$ cat config.mk
export PLATFORM = sky130hd
export DESIGN_NAME = usb_rx_bit_decoder
export DESIGN_NICKNAME = d
export VERILOG_FILES = /design/src/rtl/usb_rx_bit_decoder.sv
export SDC_FILE = /design/constraint.sdc
export NUM_CORES = 1
export LEC_CHECK = 0
export ABC_AREA = 1
export CORE_MARGIN = 4
export CORE_UTILIZATION = 40
export DETAILED_ROUTE_END_ITERATION = 8
export GPL_TIMING_DRIVEN = 0
export PLACE_DENSITY_LB_ADDON = 0.12
export SKIP_LAST_GASP = 1
export SYNTH_ARGS = -nofsm -noshare
export SYNTH_HDL_FRONTEND = slang
export SYNTH_SLANG_ARGS = --single-unit
$ cat constraint.sdc
create_clock -name clk -period 2.5 [get_ports clk]
set_input_delay 0.5 -clock clk [delete_from_list [all_inputs] [get_ports clk]]
set_output_delay 0.5 -clock clk [all_outputs]
set_load 0.1 [all_outputs]
$ cat src/rtl/usb_rx_bit_decoder.sv
// rtl/usb_rx_bit_decoder.sv - USB full-speed RX front end: sync, bit timing, NRZI, unstuff, EOP, bytes
// Optional macro RX_STUFF_CHECK_EN: a stuff-position bit that decodes as 1 raises rx_bit_error.
module usb_rx_bit_decoder #(
  parameter int CLKS_PER_BIT = 8
) (
  input  logic       clk,
  input  logic       n_rst,
  input  logic       d_plus_in,
  input  logic       d_minus_in,
  output logic [7:0] rx_byte,
  output logic       byte_valid,
  output logic       rx_active,
  output logic       eop,
  output logic       rx_bit_error
);

  localparam int CW = (CLKS_PER_BIT > 1) ? $clog2(CLKS_PER_BIT) : 1;
  localparam logic [CW-1:0] LP_LAST = CW'(CLKS_PER_BIT - 1);
  localparam logic [CW-1:0] LP_HALF = CW'(CLKS_PER_BIT / 2);

  typedef enum logic [2:0] {
    S_IDLE,
    S_ACTIVE,
    S_EOP1,
    S_EOP2,
    S_WAIT_EOP
  } state_t;

  state_t r_state;
  state_t w_state_nxt;

  logic          r_dp_s1;
  logic          r_dp_s2;
  logic          r_dm_s1;
  logic          r_dm_s2;
  logic          r_dp_prev;
  logic [CW-1:0] r_cnt;

  logic          r_prev_j;
  logic [2:0]    r_run;
  logic [2:0]    r_bcnt;
  logic [7:0]    r_shift;
  logic [7:0]    r_rx_byte;
  logic [1:0]    r_se0_cnt;
  logic          r_byte_valid;
  logic          r_eop;
  logic          r_err;
  logic          r_rx_active;

  logic          w_edge;
  logic          w_sample;
  logic          w_sym_j;
  logic          w_sym_k;
  logic          w_sym_se0;
  logic          w_bit;
  logic [7:0]    w_shift_in;

  logic          w_prev_j_nxt;
  logic [2:0]    w_run_nxt;
  logic [2:0]    w_bcnt_nxt;
  logic [7:0]    w_shift_nxt;
  logic [7:0]    w_rx_byte_nxt;
  logic [1:0]    w_se0_cnt_nxt;
  logic          w_byte_valid_nxt;
  logic          w_eop_nxt;
  logic          w_err_nxt;
  logic          w_rx_active_nxt;

  always_ff @(posedge clk or negedge n_rst) begin
    if (!n_rst) begin
      r_dp_s1   <= 1'b1;
      r_dp_s2   <= 1'b1;
      r_dp_prev <= 1'b1;
      r_dm_s1   <= 1'b0;
      r_dm_s2   <= 1'b0;
    end else begin
      r_dp_s1   <= d_plus_in;
      r_dp_s2   <= r_dp_s1;
      r_dp_prev <= r_dp_s2;
      r_dm_s1   <= d_minus_in;
      r_dm_s2   <= r_dm_s1;
    end
  end

  assign w_edge   = r_dp_s2 ^ r_dp_prev;
  assign w_sample = (r_cnt == LP_HALF);

  // Every D+ transition recentres the bit timer so sampling stays mid-bit.
  always_ff @(posedge clk or negedge n_rst) begin
    if (!n_rst) begin
      r_cnt <= '0;
    end else if (w_edge || (r_cnt == LP_LAST)) begin
      r_cnt <= '0;
    end else begin
      r_cnt <= r_cnt + CW'(1);
    end
  end

  assign w_sym_j    = r_dp_s2 & ~r_dm_s2;
  assign w_sym_k    = ~r_dp_s2 & r_dm_s2;
  assign w_sym_se0  = ~(w_sym_j | w_sym_k);
  assign w_bit      = (w_sym_j == r_prev_j);
  assign w_shift_in = {w_bit, r_shift[7:1]};

  always_ff @(posedge clk or negedge n_rst) begin
    if (!n_rst) begin
      r_state <= S_IDLE;
    end else begin
      r_state <= w_state_nxt;
    end
  end

  always_comb begin
    w_state_nxt      = r_state;
    w_prev_j_nxt     = r_prev_j;
    w_run_nxt        = r_run;
    w_bcnt_nxt       = r_bcnt;
    w_shift_nxt      = r_shift;
    w_rx_byte_nxt    = r_rx_byte;
    w_se0_cnt_nxt    = r_se0_cnt;
    w_byte_valid_nxt = 1'b0;
    w_eop_nxt        = 1'b0;
    w_err_nxt        = 1'b0;

    case (r_state)
      S_IDLE: begin
        w_prev_j_nxt  = 1'b1;
        w_run_nxt     = '0;
        w_bcnt_nxt    = '0;
        w_se0_cnt_nxt = '0;
        if (w_edge && w_sym_k) begin
          w_state_nxt = S_ACTIVE;
        end
      end

      S_ACTIVE: begin
        if (w_sample) begin
          if (w_sym_se0) begin
            w_state_nxt = S_EOP1;
          end else begin
            w_prev_j_nxt = w_sym_j;
            if (r_run == 3'd6) begin
              w_run_nxt = '0;
`ifdef RX_STUFF_CHECK_EN
              if (w_bit) begin
                w_err_nxt     = 1'b1;
                w_se0_cnt_nxt = '0;
                w_state_nxt   = S_WAIT_EOP;
              end
`endif
            end else begin
              w_run_nxt   = w_bit ? (r_run + 3'd1) : 3'd0;
              w_shift_nxt = w_shift_in;
              w_bcnt_nxt  = r_bcnt + 3'd1;
              if (r_bcnt == 3'd7) begin
                w_rx_byte_nxt    = w_shift_in;
                w_byte_valid_nxt = 1'b1;
              end
            end
          end
        end
      end

      S_EOP1: begin
        if (w_sample) begin
          if (w_sym_se0) begin
            w_state_nxt = S_EOP2;
          end else begin
            w_err_nxt     = 1'b1;
            w_se0_cnt_nxt = '0;
            w_state_nxt   = S_WAIT_EOP;
          end
        end
      end

      S_EOP2: begin
        if (w_sample) begin
          if (w_sym_j) begin
            // A leftover partial byte is dropped and flagged alongside the EOP.
            w_eop_nxt   = 1'b1;
            w_err_nxt   = (r_bcnt != 3'd0);
            w_state_nxt = S_IDLE;
          end else if (w_sym_k) begin
            w_err_nxt     = 1'b1;
            w_se0_cnt_nxt = '0;
            w_state_nxt   = S_WAIT_EOP;
          end
        end
      end

      S_WAIT_EOP: begin
        if (w_sample) begin
          if (w_sym_se0) begin
            w_se0_cnt_nxt = (r_se0_cnt == 2'd2) ? 2'd2 : (r_se0_cnt + 2'd1);
          end else if (w_sym_j && (r_se0_cnt == 2'd2)) begin
            w_state_nxt = S_IDLE;
          end else begin
            w_se0_cnt_nxt = '0;
          end
        end
      end

      default: begin
        w_state_nxt = S_IDLE;
      end
    endcase

    w_rx_active_nxt = (w_state_nxt == S_ACTIVE) || (w_state_nxt == S_EOP1) ||
                      (w_state_nxt == S_EOP2);
  end

  always_ff @(posedge clk or negedge n_rst) begin
    if (!n_rst) begin
      r_prev_j     <= 1'b1;
      r_run        <= '0;
      r_bcnt       <= '0;
      r_shift      <= '0;
      r_rx_byte    <= '0;
      r_se0_cnt    <= '0;
      r_byte_valid <= 1'b0;
      r_eop        <= 1'b0;
      r_err        <= 1'b0;
      r_rx_active  <= 1'b0;
    end else begin
      r_prev_j     <= w_prev_j_nxt;
      r_run        <= w_run_nxt;
      r_bcnt       <= w_bcnt_nxt;
      r_shift      <= w_shift_nxt;
      r_rx_byte    <= w_rx_byte_nxt;
      r_se0_cnt    <= w_se0_cnt_nxt;
      r_byte_valid <= w_byte_valid_nxt;
      r_eop        <= w_eop_nxt;
      r_err        <= w_err_nxt;
      r_rx_active  <= w_rx_active_nxt;
    end
  end

  assign rx_byte      = r_rx_byte;
  assign byte_valid   = r_byte_valid;
  assign rx_active    = r_rx_active;
  assign eop          = r_eop;
  assign rx_bit_error = r_err;

endmodule

* Word-level counts from Yosys, hierarchy flattened
Index checks and enable logic that the tools add are counted.
** Word-level totals
- Register bits after elaboration :: 40
- Logic and storage cells :: 114
** Cells by class
- $add $sub $neg :: 4
- Equal/unequal tests :: 23
- Muxes and demuxes :: 49
- Bitwise logic cells :: 7
- Reduce and logical (&&, ||, !) cells :: 14
** Operator list (count)
- 3-bit two-way mux :: 19
- 2-bit two-way mux :: 9
- 2-bit inequality test, second input constant :: 9
- 3-bit == test, second input constant :: 5
- 1-bit two-way mux :: 15
- 3-bit one-hot mux with 5 select lines :: 1
- 3-bit by 2-bit == test with 1-bit output, second input constant :: 4
- 3-bit one-hot mux with 2 select lines :: 2
- 3-bit by 1-bit adder with 3-bit output, second input constant :: 3
- 2-bit one-hot mux with 4 select lines :: 1
- 4-bit AND reduction :: 2
- 8-bit AND reduction :: 1
- 3-bit by 1-bit == test with 1-bit output, second input constant :: 2
- 5-bit AND reduction :: 1
- 1-bit one-hot mux with 2 select lines :: 2
- 4-bit nonzero test :: 1
- 3-bit zero test :: 1
- 1-bit logical OR :: 3
- 3-bit inequality test, second input constant :: 1
- 1-bit NOT :: 3
- 3-bit AND reduction :: 1
- 3-bit nonzero test :: 1
- 2-bit by 1-bit adder with 2-bit output, second input constant :: 1
- 1-bit AND :: 2
- 6 further kinds :: 7

* Longest topological paths before layout
Gate-level depths: netlist of the first run.
- Word-level depth :: 10
- Gate-level depth with buffers :: 10

* Worst setup path after synthesis of the first run
OpenSTA, ideal clock, no wires.
- Kind :: reg-to-reg
- Start point :: register r_dp_s2
- End point :: register r_rx_byte[0], in the netlist rx_byte[0]
- Arrival time :: 1523 ps
- Required time :: 2375 ps
- Path slack :: 851 ps
- Stages on the path, launching flop included :: 8
- Clock period less this slack :: 1649 ps
- Cells stage by stage :: dfstp_2 -> inv_1 -> ha_1 -> nor2_4 -> nand2_4 -> buf_6 -> o21ai_1 -> nand2_1
** Between the ends
- Longest elaborated chain between the ends :: 4
- Elaborated cells on any way between the ends :: 5
- Classes of those cells :: bitwise (4); reduce/logical (1)
** Ends and longest elaborated chain
- start, declared :: line 33 : logic r_dp_s2;
- start signal, assigned :: line 78 : r_dp_s2 <= r_dp_s1;
- 1-bit NOT :: line 100 : assign w_sym_k = ~r_dp_s2 & r_dm_s2;
- 1-bit AND :: line 100
- 1-bit OR * :: line 101 : assign w_sym_se0 = ~(w_sym_j | w_sym_k);
- 5-bit AND reduction (no source line) *
- end signal, assigned :: line 229 : r_rx_byte <= w_rx_byte_nxt;
- end, declared :: line 43 : logic [7:0] r_rx_byte;
Mark *: on every way between the ends. The rest lies on a longest branch, timed or not.
A chain may end at the register's enable or synchronous reset.

* Final worst setup path of the first run
- Start point :: register r_rx_byte[0], in the netlist rx_byte[0]
- End point :: output port rx_byte[0]
** RTL lines
- end, declared :: line 10 : output logic [7:0] rx_byte,
No word-level cell between the ends.

==> run summary, run 1 <==
Layout cells sized above 1 -> 9.96%
Total power -> 1.90 mW
Vias -> 1394
Clock insertion delay at the later pin of the skew report -> 290 ps
Root buffer cell -> clkbuf_8
Syn_area_per_cell -> 8.77 µm²
Initial DRC count -> 71
Fin worst setup slack -> 194 ps
Post-detail-place hpwl -> 2530 µm
Hold slack -> 143 ps
Routability cong. -> 0.805
FF-to-FF path depth -> 8
Core Rows -> 24
CTS tree -> done
Synth warnings -> 0
CTS hold repair buffers -> 0
1st-pass router iterations -> 4
Max VDD drop -> 0.478 mV
Mux cell area share after synthesis -> 0%
Pins Over Slew Limit -> 0
# diodes -> 0
Place WS -> 515 ps
Clk sink count -> 39
Cell area after layout -> 2270 µm²
DRC errors left -> 0
Yosys reg bits -> 39
Via density -> 4.76
Core Area -> 4470 µm²
CP arrival -> 1810 ps
Setup bufs post-CTS -> 0
CP Buf/Inv Count -> 1
Fin. Hold Viols -> 0
CP Launch Type -> flop
Clock-pin slew on the worst setup and hold paths -> 80 ps
Worst R2R End -> r_run[2]
RSZ-0062 raised after global routing -> false
Status -> finished clean
Total GRT Usage -> 13.2%
Placed instance count -> 285
Initial antenna violation count -> 0
Register area -> 981 µm²
Hold Path Class -> input pin to asynchronous set/reset pin
Critical R2R Launch -> r_dp_s2
Min Tclk post-route -> 2310 ps
Worst Setup Path Type -> flop to primary output
Post-cts sizing count -> 0
Via count of the first global-routing pass -> 1390
CP required -> 2000 ps
Lkg Pwr -> 1.20 nW
Fin cells -> 293
Max_slew headroom -> 34.8%
Cell area after synthesis -> 1900 µm²
Commonest non-fill, non-tap cells in the layout -> 71 x nand2_1, 35 x dfrtp_1, 26 x inv_1, 18 x nor2_1, 16 x o21ai_0
Footprint of the multi-input gates -> 802 µm²
Final setup viols -> 0
Cts bufs inserted -> 5
Io pins -> 16
Synth Area in Compound Gates -> 7.23%
Sequential fraction of the synthesis area -> 51.5%
Most common cell after layout, fill and taps aside -> nand2_1
H-tree Lvls -> 2
Fin Setup TNS -> 0 ps
Die ar. -> 5930 µm²
Post-synthesis instance total -> 217
Xor/xnor share of the synthesized area -> 1.38%
Cell family with most CP delay -> buffers and inverters
R2r setup slk -> 610 ps
Synth Net Count -> 234
Post-synthesis simple-gate area fraction -> 25.0%
CP endpoint kind -> primary output
Crit share post-route -> 92.2%
Die Wd -> 77.0 µm
First-pass GRT wire length -> 6320 µm
PwrDens -> 836 nW/µm²
Final clock skew -> 7.78 ps
Largest net degree at the start of global routing -> 24
Number of max-cap violations -> 0
Main combinational cell family by area after synthesis -> simple AND/OR/NAND/NOR gates
Max Fclk -> 434 MHz
Routed WL -> 3300 µm
Slowest CP cell -> clkdlybuf4s50_1
Core Util, Final -> 50.8%
Area Growth Syn to Fin -> 19.5%
Fill cell count -> 412
Worst-path fanout max -> 2
Unique masters post-synth -> 24
Routed Antenna Nets -> 0
Final nets -> 257
Avg WL per Cell -> 11.3 µm
Max Buffers Root-to-Sink -> 2
Initial core utilization -> 42.5%
Worst-margin pin slew -> 974 ps
CP max stage delay -> 1140 ps
Post-DP Area -> 2140 µm²
CP cell instances -> clkdlybuf4s50_1
Post-synthesis adder-cell area fraction -> 8.55%
Gr ovfl total -> 0
Die Height -> 77.0 µm
IO Port Bufs -> 15
## layout make-up
class / instances / share of cell area (%)
multi-input combinational: 148 / 35.3
tap: 52 / 2.86
timing repair buffer: 16 / 7.59
clock inverter: 2 / 2.64
sequential: 39 / 43.1
buffer: 1 / 0.495
clock buffer: 6 / 3.19
inverter: 29 / 4.79
## per-layer routing
| layer | vias up | track usage [%] | wire length (µm) |
|---|---|---|---|
| li1 | 720 | - | - |
| met1 | 643 | 17.4 | 1650 |
| met2 | 24 | 20.8 | 1450 |
| met3 | 7 | 3.63 | 144 |
| met4 | 0 | 4.80 | 55 |
| met5 | - | 0 | 0 |
## cells by family (layout without fill, tap and decap cells)
family | after synthesis | in the layout
AO/OA/AOI/OAI | 25 | 25
AND/OR/NAND/NOR | 107 | 107
adder cells (fa/ha/maj) | 13 | 13
flip-flops | 39 | 39
buffers and inverters | 30 | 54
XOR/XNOR | 3 | 3
## synthesized netlist by cell type (all sizes together)
cell type,n,share of area (%)
dfstp,4,5.5
nand3,9,3.0
a21oi,3,0.79
o211ai,2,0.79
inv,28,5.5
nor2,21,5.8
nand2,72,15
or2,1,0.33
buf,1,0.59
dfrtp,35,46
clkinv,1,0.20
o21ai,20,5.7
xor2,2,0.92
nand4,3,0.99
ha,13,8.5
nor3,1,0.26
xnor2,1,0.46
## worst max-delay path by stage
stage	endpoint	from	slack (ps)	depth (start not counted)
floorplan	rx_byte[0]	r_dp_s2	850	7
CTS	rx_byte[0]	rx_byte[0]	170	1
detailed placement	rx_byte[0]	rx_byte[0]	510	1
global route	rx_byte[0]	rx_byte[0]	150	1
finish	rx_byte[0]	rx_byte[0]	190	1
global placement	rx_byte[6]	n_rst	-90	1
## report_power, final
part | leakage (nW) | internal (mW) | switching (mW)
Clock | 0.0654 | 0.399 | 0.210
Combinational | 0.618 | 0.163 | 0.366
Sequential | 0.516 | 0.711 | 0.0521
Total | 1.20 | 1.27 | 0.628
## registers in the layout, summed over array words and instances, names as in the netlist
register and cells:
r_dm_s2 1, rx_bit_error 1, r_bcnt 3, rx_byte 8, r_prev_j 1, r_dp_s2 1
r_dp_s1 1, eop 1, byte_valid 1, r_run 3, r_state 3, r_shift 7
r_dp_prev 1, rx_active 1, r_dm_s1 1, r_cnt 3, r_se0_cnt 2
Note: power is estimated with default switching activity, not from simulation.
==> run 2: changes to the inputs <==
Settings changed: CTS_CLUSTER_DIAMETER set to 100.
==> results of run 2 <==
No change in the layout: final DEF, timing and power equal those of run 1.
==> run 3: changes to the inputs <==
Settings changed: CORE_UTILIZATION 40 to 60, CTS_CLUSTER_SIZE set to 20.
==> run 3 against run 2 <==
Global-route usage is 7.6 points higher. Register-to-register slack got worse by 30 ps. Worst hold slack gained 96 ps. Clock skew grew 4.2 ps. Final area shrank 3.0%. Power decreased by 3.6%. Wire length is 10% higher.
==> run summary, run 3 (synthesized netlist as in run 1, its figures left out) <==
Area Growth Syn to Fin -> 15.8% (was 19.5%)
Pins Over Slew Limit -> 0 (unchanged)
PwrDens -> 831 nW/µm² (was 836 nW/µm²)
DRC errors left -> 0 (unchanged)
Place WS -> 517 ps (was 515 ps)
# diodes -> 0 (unchanged)
CTS hold repair buffers -> 0 (unchanged)
Via count of the first global-routing pass -> 1528 (was 1390)
Initial core utilization -> 62.3% (was 42.5%)
Core Area -> 3050 µm² (was 4470 µm²)
Max Buffers Root-to-Sink -> 2 (unchanged)
Min Tclk post-route -> 2370 ps (was 2310 ps)
Setup bufs post-CTS -> 0 (unchanged)
Lkg Pwr -> 1.17 nW (was 1.20 nW)
Clock-pin slew on the worst setup and hold paths -> 120 ps (was 80 ps)
CP arrival -> 1870 ps (was 1810 ps)
IO Port Bufs -> 15 (unchanged)
Worst-margin pin slew -> 995 ps (was 974 ps)
Cts bufs inserted -> 5 (unchanged)
Fin. Hold Viols -> 0 (unchanged)
Max_slew headroom -> 33.5% (was 34.8%)
CTS tree -> done (unchanged)
Initial antenna violation count -> 0 (unchanged)
Crit share post-route -> 94.7% (was 92.2%)
Total GRT Usage -> 20.8% (was 13.2%)
Fin worst setup slack -> 133 ps (was 194 ps)
Number of max-cap violations -> 0 (unchanged)
Root buffer cell -> clkbuf_4 (was clkbuf_8)
Worst Setup Path Type -> flop to primary output (unchanged)
R2r setup slk -> 580 ps (was 610 ps)
Critical R2R Launch -> r_dp_s2 (unchanged)
Max FFs per register -> 8 (unchanged)
H-tree Lvls -> 2 (unchanged)
Hold Path Class -> input pin to asynchronous set/reset pin (unchanged)
Cell family with most CP delay -> buffers and inverters (unchanged)
Clock insertion delay at the later pin of the skew report -> 350 ps (was 290 ps)
Io pins -> 16 (unchanged)
Worst-path fanout max -> 2 (unchanged)
CP Launch Type -> flop (unchanged)
Fin Setup TNS -> 0 ps (unchanged)
Worst R2R End -> r_run[2] (unchanged)
Commonest non-fill, non-tap cells in the layout -> 71 x nand2_1, 35 x dfrtp_1, 26 x inv_1, 18 x nor2_1, 16 x o21ai_0 (unchanged)
Post-cts sizing count -> 0 (unchanged)
Final setup viols -> 0 (unchanged)
Gr ovfl total -> 0 (unchanged)
Status -> finished clean (unchanged)
Avg WL per Cell -> 12.8 µm (was 11.3 µm)
Core Util, Final -> 72.2% (was 50.8%)
Most common cell after layout, fill and taps aside -> nand2_1 (unchanged)
RSZ-0062 raised after global routing -> false (unchanged)
Routed WL -> 3640 µm (was 3300 µm)
Clk sink count -> 39 (unchanged)
Layout cells sized above 1 -> 9.58% (was 9.96%)
Die ar. -> 4140 µm² (was 5930 µm²)
Largest net degree at the start of global routing -> 40 (was 24)
Post-detail-place hpwl -> 2720 µm (was 2530 µm)
CP required -> 2000 ps (about the same)
Final nets -> 256 (was 257)
FF-to-FF path depth -> 8 (unchanged)
First-pass GRT wire length -> 6610 µm (was 6320 µm)
Routed Antenna Nets -> 0 (unchanged)
1st-pass router iterations -> 4 (unchanged)
Critical path startpoint -> rx_byte[3] (was rx_byte[0])
Fill cell count -> 255 (was 412)
CP endpoint kind -> primary output (unchanged)
Initial DRC count -> 104 (was 71)
Max Fclk -> 422 MHz (was 434 MHz)
Vias -> 1492 (was 1394)
CP cell instances -> clkdlybuf4s50_1 (unchanged)
Die Wd -> 64.3 µm (was 77.0 µm)
Final clock skew -> 12.0 ps (was 7.78 ps)
CP Buf/Inv Count -> 1 (unchanged)
Core Rows -> 20 (was 24)
CP max stage delay -> 1150 ps (was 1140 ps)
Via density -> 5.25 (was 4.76)
Max VDD drop -> 0.467 mV (was 0.478 mV)
Slowest CP cell -> clkdlybuf4s50_1 (unchanged)
Die Height -> 64.3 µm (was 77.0 µm)
Routability cong. -> 0.824 (was 0.805)
==> run 3: metrics by stage <==
stage | hold WS (ps) | total power [mW] | instances | area (µm²)
finish | 238 | 1.83 | 284 | 2200
global route | 276 | 1.97 | 284 | 2200
CTS | 262 | 1.83 | 284 | 2200
detailed placement | 345 | 1.32 | 276 | 2100
global placement | 332 | 1.29 | 276 | 2110
floorplan | 204 | 1.18 | 217 | 1900
==> run 3: area by class of cell <==
cell class,count,area [µm²],share of cell area (%)
Buffer,1,11.3,0.511
Clock inverter,2,60.1,2.72
Inverter,29,109,4.94
Clock buffer,6,41.3,1.87
Timing Repair Buffer,15,145,6.58
Sequential cell,39,981,44.5
Tap cell,44,55.1,2.50
Multi-Input combinational cell,148,802,36.4
==> run 3: per-layer routing <==
metal  part of all wire, %  GRT usage [%]
met1                    43           23.3
met5                     0              0
met4                   2.3           7.39
met2                    50           36.7
met3                   4.6           7.03
==> run 3: worst max path at each step <==
stage / endpoint / cells past startpoint / slack, ps
after global placement: r_se0_cnt[1] / 1 / 90
after global routing: rx_byte[3] / 1 / 50
final: rx_byte[3] / 1 / 130
after floorplan: rx_byte[0] / 7 / 850
after detailed placement: rx_byte[3] / 1 / 520
after CTS: rx_byte[3] / 1 / 120
==> run 3: where the power goes <==
group | internal [mW] | switching [mW]
Combinational | 0.161 | 0.383
Sequential | 0.711 | 0.0569
Clock | 0.312 | 0.208
